File: config.mk
export PLATFORM = sky130hd
export DESIGN_NAME = ex_pipe
export DESIGN_NICKNAME = d
export VERILOG_FILES = /design/src/rtl/ex_pipe_pkg.sv /design/src/rtl/ex_mul_iter.sv /design/src/rtl/ex_pipe.sv
export SDC_FILE = /design/constraint.sdc
export NUM_CORES = 1
export LEC_CHECK = 0
export ABC_CLOCK_PERIOD_IN_PS = 4900
export BUFFER_PORTS_ARGS = -buffer_cell sky130_fd_sc_hd__buf_2
export CAP_MARGIN = 20
export CELL_PAD_IN_SITES_DETAIL_PLACEMENT = 1
export CELL_PAD_IN_SITES_GLOBAL_PLACEMENT = 1
export CORE_MARGIN = 4
export CORE_UTILIZATION = 35
export CTS_BUF_LIST = sky130_fd_sc_hd__clkbuf_16
export CTS_CLUSTER_SIZE = 16
export DETAILED_ROUTE_END_ITERATION = 12
export PLACE_DENSITY_LB_ADDON = 0.1
export SLEW_MARGIN = 20
export SYNTH_ARGS = -nofsm -noshare
export SYNTH_HDL_FRONTEND = slang
export SYNTH_SLANG_ARGS = --single-unit
File: constraint.sdc
create_clock -name clk -period 4.9 [get_ports clk]
set_input_delay 0.245 -clock clk [delete_from_list [all_inputs] [get_ports clk]]
set_output_delay 0.245 -clock clk [all_outputs]
set_load 0.1 [all_outputs]
File: src/rtl/ex_pipe_pkg.sv
// Shared defines for the execute stage: operation/class encodings, default
// data width and the zero word, plus the op-to-class lookup used to reject
// mismatched aluop/alusel pairs.
// Optional multiplier support is selected by the EX_PIPE_MUL_EN macro.
package ex_pipe_pkg;

    localparam int unsigned XLEN_DEF = 32;
    localparam int unsigned ALUOP_W  = 8;
    localparam int unsigned ALUSEL_W = 3;

    localparam logic [XLEN_DEF-1:0] ZeroWord = '0;

    // Operation codes
    localparam logic [ALUOP_W-1:0] OP_NOP  = 8'h00;
    localparam logic [ALUOP_W-1:0] OP_OR   = 8'h25;
    localparam logic [ALUOP_W-1:0] OP_AND  = 8'h24;
    localparam logic [ALUOP_W-1:0] OP_XOR  = 8'h26;
    localparam logic [ALUOP_W-1:0] OP_SLL  = 8'h7C;
    localparam logic [ALUOP_W-1:0] OP_SRL  = 8'h02;
    localparam logic [ALUOP_W-1:0] OP_SRA  = 8'h03;
    localparam logic [ALUOP_W-1:0] OP_ADD  = 8'h20;
    localparam logic [ALUOP_W-1:0] OP_SUB  = 8'h22;
    localparam logic [ALUOP_W-1:0] OP_SLT  = 8'h2A;
    localparam logic [ALUOP_W-1:0] OP_SLTU = 8'h2B;
    localparam logic [ALUOP_W-1:0] OP_MUL  = 8'h18;

    // Result classes
    localparam logic [ALUSEL_W-1:0] SEL_NOP   = 3'd0;
    localparam logic [ALUSEL_W-1:0] SEL_LOGIC = 3'd1;
    localparam logic [ALUSEL_W-1:0] SEL_SHIFT = 3'd2;
    localparam logic [ALUSEL_W-1:0] SEL_ARITH = 3'd4;
    localparam logic [ALUSEL_W-1:0] SEL_MUL   = 3'd5;

    typedef enum logic {
        S_IDLE = 1'b0,
        S_MUL  = 1'b1
    } ex_state_e;

    // Class an operation belongs to; unknown operations map to SEL_NOP
    function automatic logic [ALUSEL_W-1:0] sel_of(input logic [ALUOP_W-1:0] op);
        logic [ALUSEL_W-1:0] sel;
        sel = SEL_NOP;
        case (op)
            OP_OR, OP_AND, OP_XOR:             sel = SEL_LOGIC;
            OP_SLL, OP_SRL, OP_SRA:            sel = SEL_SHIFT;
            OP_ADD, OP_SUB, OP_SLT, OP_SLTU:   sel = SEL_ARITH;
            OP_MUL:                            sel = SEL_MUL;
            default:                           sel = SEL_NOP;
        endcase
        return sel;
    endfunction

endpackage

File: src/rtl/ex_mul_iter.sv
// Iterative shift-add multiplier returning the low XLEN bits of a*b.
// One partial-product step per cycle after start; done pulses on the cycle
// whose edge completes the XLEN-th step, with product valid alongside it.
// Ports: clk, rst (sync, active-high), start (load operands), abort (drop
// the operation), a/b operands, done (combinational), product (combinational).
module ex_mul_iter
    import ex_pipe_pkg::*;
#(
    parameter int unsigned XLEN = XLEN_DEF
) (
    input  logic            clk,
    input  logic            rst,
    input  logic            start,
    input  logic            abort,
    input  logic [XLEN-1:0] a,
    input  logic [XLEN-1:0] b,
    output logic            done,
    output logic [XLEN-1:0] product
);

    localparam int unsigned CNT_W = $clog2(XLEN);

    logic             run;
    logic [CNT_W-1:0] cnt;
    logic [XLEN-1:0]  acc;
    logic [XLEN-1:0]  mcand;
    logic [XLEN-1:0]  mplr;
    logic [XLEN-1:0]  acc_next;

    // Accumulate the shifted multiplicand when the current multiplier bit is set
    assign acc_next = acc + (mplr[0] ? mcand : '0);
    assign done     = run && (cnt == CNT_W'(XLEN - 1));
    assign product  = acc_next;

    always_ff @(posedge clk) begin
        if (rst || abort) begin
            run   <= 1'b0;
            cnt   <= '0;
            acc   <= '0;
            mcand <= '0;
            mplr  <= '0;
        end else if (start) begin
            run   <= 1'b1;
            cnt   <= '0;
            acc   <= '0;
            mcand <= a;
            mplr  <= b;
        end else if (run) begin
            acc   <= acc_next;
            mcand <= mcand << 1;
            mplr  <= mplr >> 1;
            cnt   <= cnt + 1'b1;
            if (done) begin
                run <= 1'b0;
            end
        end
    end

endmodule

File: src/rtl/ex_pipe.sv
// Execute stage: single-cycle logic/shift/arithmetic ops with a registered,
// back-pressured result, and (with EX_PIPE_MUL_EN defined) an iterative
// multi-cycle MUL. Without the macro, MUL is treated as an unknown op.
// Ports: clk, rst (sync, active-high); valid_i/ready_o upstream handshake;
// aluop_i, alusel_i, reg1_i, reg2_i, rd_i, wreg_i instruction fields;
// flush_i discards in-flight work; valid_o/ready_i downstream handshake;
// rd_o, wreg_o, wdata_o registered result; busy_o multiply in progress.
module ex_pipe
    import ex_pipe_pkg::*;
#(
    parameter int unsigned XLEN    = XLEN_DEF,
    parameter int unsigned RADDR_W = 5
) (
    input  logic                clk,
    input  logic                rst,
    input  logic                valid_i,
    output logic                ready_o,
    input  logic [ALUOP_W-1:0]  aluop_i,
    input  logic [ALUSEL_W-1:0] alusel_i,
    input  logic [XLEN-1:0]     reg1_i,
    input  logic [XLEN-1:0]     reg2_i,
    input  logic [RADDR_W-1:0]  rd_i,
    input  logic                wreg_i,
    input  logic                flush_i,
    output logic                valid_o,
    input  logic                ready_i,
    output logic [RADDR_W-1:0]  rd_o,
    output logic                wreg_o,
    output logic [XLEN-1:0]     wdata_o,
    output logic                busy_o
);

    localparam int unsigned SHAMT_W = $clog2(XLEN);

    logic               idle;
    logic               accept;
    logic [SHAMT_W-1:0] shamt;
    logic [XLEN-1:0]    alu_res;
    logic               valid_d;
    logic               wreg_d;
    logic [RADDR_W-1:0] rd_d;
    logic [XLEN-1:0]    wdata_d;

`ifdef EX_PIPE_MUL_EN
    ex_state_e       state_q;
    ex_state_e       state_d;
    logic            is_mul;
    logic            mul_start;
    logic            mul_done;
    logic [XLEN-1:0] mul_product;

    assign idle   = (state_q == S_IDLE);
    assign busy_o = (state_q == S_MUL);
    assign is_mul = (aluop_i == OP_MUL) && (alusel_i == SEL_MUL);

    ex_mul_iter #(
        .XLEN(XLEN)
    ) u_mul (
        .clk    (clk),
        .rst    (rst),
        .start  (mul_start),
        .abort  (flush_i),
        .a      (reg1_i),
        .b      (reg2_i),
        .done   (mul_done),
        .product(mul_product)
    );
`else
    assign idle   = 1'b1;
    assign busy_o = 1'b0;
`endif

    // Flush blocks acceptance; a held result blocks it until drained
    assign ready_o = idle && !flush_i && (!valid_o || ready_i);
    assign accept  = valid_i && ready_o;
    assign shamt   = reg2_i[SHAMT_W-1:0];

    // Single-cycle result; zero for unknown ops or op/class mismatch
    always_comb begin
        alu_res = '0;
        if (sel_of(aluop_i) == alusel_i) begin
            case (aluop_i)
                OP_OR:   alu_res = reg1_i | reg2_i;
                OP_AND:  alu_res = reg1_i & reg2_i;
                OP_XOR:  alu_res = reg1_i ^ reg2_i;
                OP_SLL:  alu_res = reg1_i << shamt;
                OP_SRL:  alu_res = reg1_i >> shamt;
                OP_SRA:  alu_res = $signed(reg1_i) >>> shamt;
                OP_ADD:  alu_res = reg1_i + reg2_i;
                OP_SUB:  alu_res = reg1_i - reg2_i;
                OP_SLT:  alu_res = XLEN'($signed(reg1_i) < $signed(reg2_i));
                OP_SLTU: alu_res = XLEN'(reg1_i < reg2_i);
                default: alu_res = '0;
            endcase
        end
    end

    // Next state and next output register values
    always_comb begin
        valid_d = valid_o;
        rd_d    = rd_o;
        wreg_d  = wreg_o;
        wdata_d = wdata_o;
`ifdef EX_PIPE_MUL_EN
        state_d   = state_q;
        mul_start = 1'b0;
`endif
        if (flush_i) begin
            valid_d = 1'b0;
`ifdef EX_PIPE_MUL_EN
            state_d = S_IDLE;
`endif
        end else begin
            if (valid_o && ready_i) begin
                valid_d = 1'b0;
            end
            if (accept) begin
                rd_d   = rd_i;
                wreg_d = wreg_i && (rd_i != '0);
`ifdef EX_PIPE_MUL_EN
                // MUL keeps valid_o low until the multiplier finishes
                if (is_mul) begin
                    mul_start = 1'b1;
                    state_d   = S_MUL;
                end else begin
                    valid_d = 1'b1;
                    wdata_d = alu_res;
                end
`else
                valid_d = 1'b1;
                wdata_d = alu_res;
`endif
            end
`ifdef EX_PIPE_MUL_EN
            if ((state_q == S_MUL) && mul_done) begin
                valid_d = 1'b1;
                wdata_d = mul_product;
                state_d = S_IDLE;
            end
`endif
        end
    end

`ifdef EX_PIPE_MUL_EN
    always_ff @(posedge clk) begin
        if (rst) begin
            state_q <= S_IDLE;
        end else begin
            state_q <= state_d;
        end
    end
`endif

    always_ff @(posedge clk) begin
        if (rst) begin
            valid_o <= 1'b0;
            rd_o    <= '0;
            wreg_o  <= 1'b0;
            wdata_o <= '0;
        end else begin
            valid_o <= valid_d;
            rd_o    <= rd_d;
            wreg_o  <= wreg_d;
            wdata_o <= wdata_d;
        end
    end

endmodule

==> run metrics <==
status=completed; EDFF count, synth=0; GR Overflow Total=0; Post-DP HPWL=~41000 um; period utilization=around three quarters; Initial DRC Count=~1500; Hold Buf Count CTS=0; post-synthesis cell area=10330 um^2; Worst Clk Skew=0.01181 ns; post-route antenna net violation count=0; Distinct cells, synth=86; post-CTS sizing=0; area post-placement=11270 um^2; Core ar.=28940 um^2; Yosys warnings=0; # port buffers=around 130; clk slew on worst S/H paths=0.06 ns; site row count=62; Die W=179.8 um; crit path kind=primary input to flip-flop; Critical Path Start Type=primary input; flop and latch count out of synthesis=39; dpl ws=1.056 ns; static leakage=~5.0 nW; fin nets=1698; RSZ-0062 raised after global routing=false; Synth Instances=1457; final wirelength=53450 um; Final setup viols=0; DRC Markers=0; most frequent cells in the layout=nor2_1, nand2_1, buf_2; most common cell after layout, fill and taps aside=nor2_1; VDD IR max=0.1122 mV; main flop type after synthesis=dfxtp_1; maxcap violations=0; vias per inst=6.568; slew of the pin with the lowest slew margin=roughly 1.1 ns; CTS tree=built; GR met1 Demand/Resource=44.69%; clk root buf=clkbuf_16; Num CTS Buffers=5; initial antenna violation count=3; pwr/cell area=162.5 nW/um^2; TNS Setup=0 ns; Mean Syn Cell Area=7.087 um^2; Hold Vio Cnt, Final=0; clk_lat worst skew=0.31 ns; first-pass GRT wire length=just under 80000 um; met2 usage=46.74%; Most Crowded Layer GR=met2; CP arrival=3.85 ns; share of cells above drive strength 1=16.68%; fin crit period=3.623 ns; routability cong.=1.007; post-CTS setup buffers=0; Post-Syn Nets=approximately 1600; final design utilization=39.61%; Max Fclk=276.0 MHz; CP Max Fanout=17; nature of the critical path endpoint=flip-flop; die area=32320 um^2; Initial Util=35.69%; 1st-pass router iterations=6; max_slew headroom=27.12%; number of max-slew violations in the final report=0; Hold WC Path Type=primary input to flip-flop; Die Height=179.8 um; Syn-to-layout area delta=10.99%; largest net degree at the start of global routing=83; vias in the first global route=12240; Inst Count DP=~1900; Critical Path RT=~5 ns; antenna diode count=0; htree depth=2; Final WS setup=1.277 ns; clk sink count=39; Seq/Total Area, Yosys=7.561%; Max clock buf depth=2; fraction of registers with async set or reset after synthesis=0%; io pins=about 130; M3 GR Usage=7.255%; Final Instance Area=11460 um^2; Overall Global Routing Usage=roughly a third; final cell count without fillers=between 1500 and 2000; Routed wire per std cell=28.20 um; vias post-DR=between 10000 and 15000
==> through the flow <==
step / hold slack [ns] / total power, mW
2_1_floorplan: 0.3243 / 1.016
3_3_place_gp: 0.4397 / 1.360
3_5_place_dp: 0.4473 / 1.362
4_1_cts: 0.1285 / 1.837
5_1_grt: 0.1391 / 1.959
6_report: 0.1375 / 1.863
==> path summary, 6_finish.rpt <==
path	start	to	slack, ns	cells after the start
worst min-delay path	flush_i	valid_o$_SDFFE_PP0P_	0.14	2
worst min register to register	wreg_o$_SDFFE_PP0P_	wreg_o$_SDFFE_PP0P_	0.45	2
worst max register to register	valid_o$_SDFFE_PP0P_	wdata_o[24]$_SDFFE_PP0P_	1.82	7
worst max-delay path	reg2_i[0]	wdata_o[30]$_SDFFE_PP0P_	1.28	13
==> worst max-delay path, stage by stage <==
cell,delay [ns]
buf_4,0.22
ha_1,0.22
inv_1,0.06
fa_1,0.41
nor2b_1,0.18
o211a_1,0.28
nor4b_1,0.54
o211ai_1,0.32
a21oi_1,0.42
a211oi_1,0.24
nor2b_1,0.20
o32a_2,0.36
o21ai_1,0.14
==> state kept, by name (all words and copies together) (netlist names) <==
register / cells
wreg_o: 1
valid_o: 1
rd_o: 5
wdata_o: 32
==> Yosys cell counts (29+ instances only) <==
master      n  area (um^2)
nor2_1    153        574.3
nand2_1   142        533.0
a21oi_1   119        595.6
ha_1      100         1251
inv_1      99        371.6
clkbuf_1   84        315.3
o21ai_0    82        410.4
mux2i_1    60        600.6
dfxtp_1    39        780.8
nand3_1    33        165.2
a211oi_1   32        240.2
mux4_2     31        698.2
o211ai_1   30        225.2
a21o_1     29        217.7
==> layout make-up <==
| type | count | area, um^2 |
|---|---|---|
| fillers | 3683 | 17470 |
| well taps | 384 | 480.5 |
| clock buffers | 5 | 125.1 |
| flip-flops and latches | 39 | 780.7 |
| clock inverters | 3 | 63.81 |
| inverters | 101 | 379.1 |
| repair buffers | 164 | 920.9 |
| multi-input cells | 1199 | 8711 |
==> kinds of logic after synthesis <==
kind of cell	synth area share, %
AOI/OAI and AO/OA	32.44
and+or+nand+nor	21.23
buffers and inverters	8.324
muxes	16.98
adders and majority gates	12.50
DFF	7.561
xor gates and xnor gates	0.9331
other	0.03632
==> power breakdown <==
group | switching, mW | internal (mW) | total (mW)
Sequential | 0.00121 | 0.319 | 0.321
Clock | 0.181 | 0.292 | 0.473
Combinational | 0.707 | 0.363 | 1.07
Total | 0.889 | 0.974 | 1.86
==> per-layer routing <==
layer | up-vias | part of all wire (%)
li1 | 5524 | -
met1 | 6169 | 44
met2 | 655 | 42
met3 | 96 | 11
met4 | 2 | 4.0
met5 | - | 0.024
Note: power is estimated with default switching activity, not from simulation.
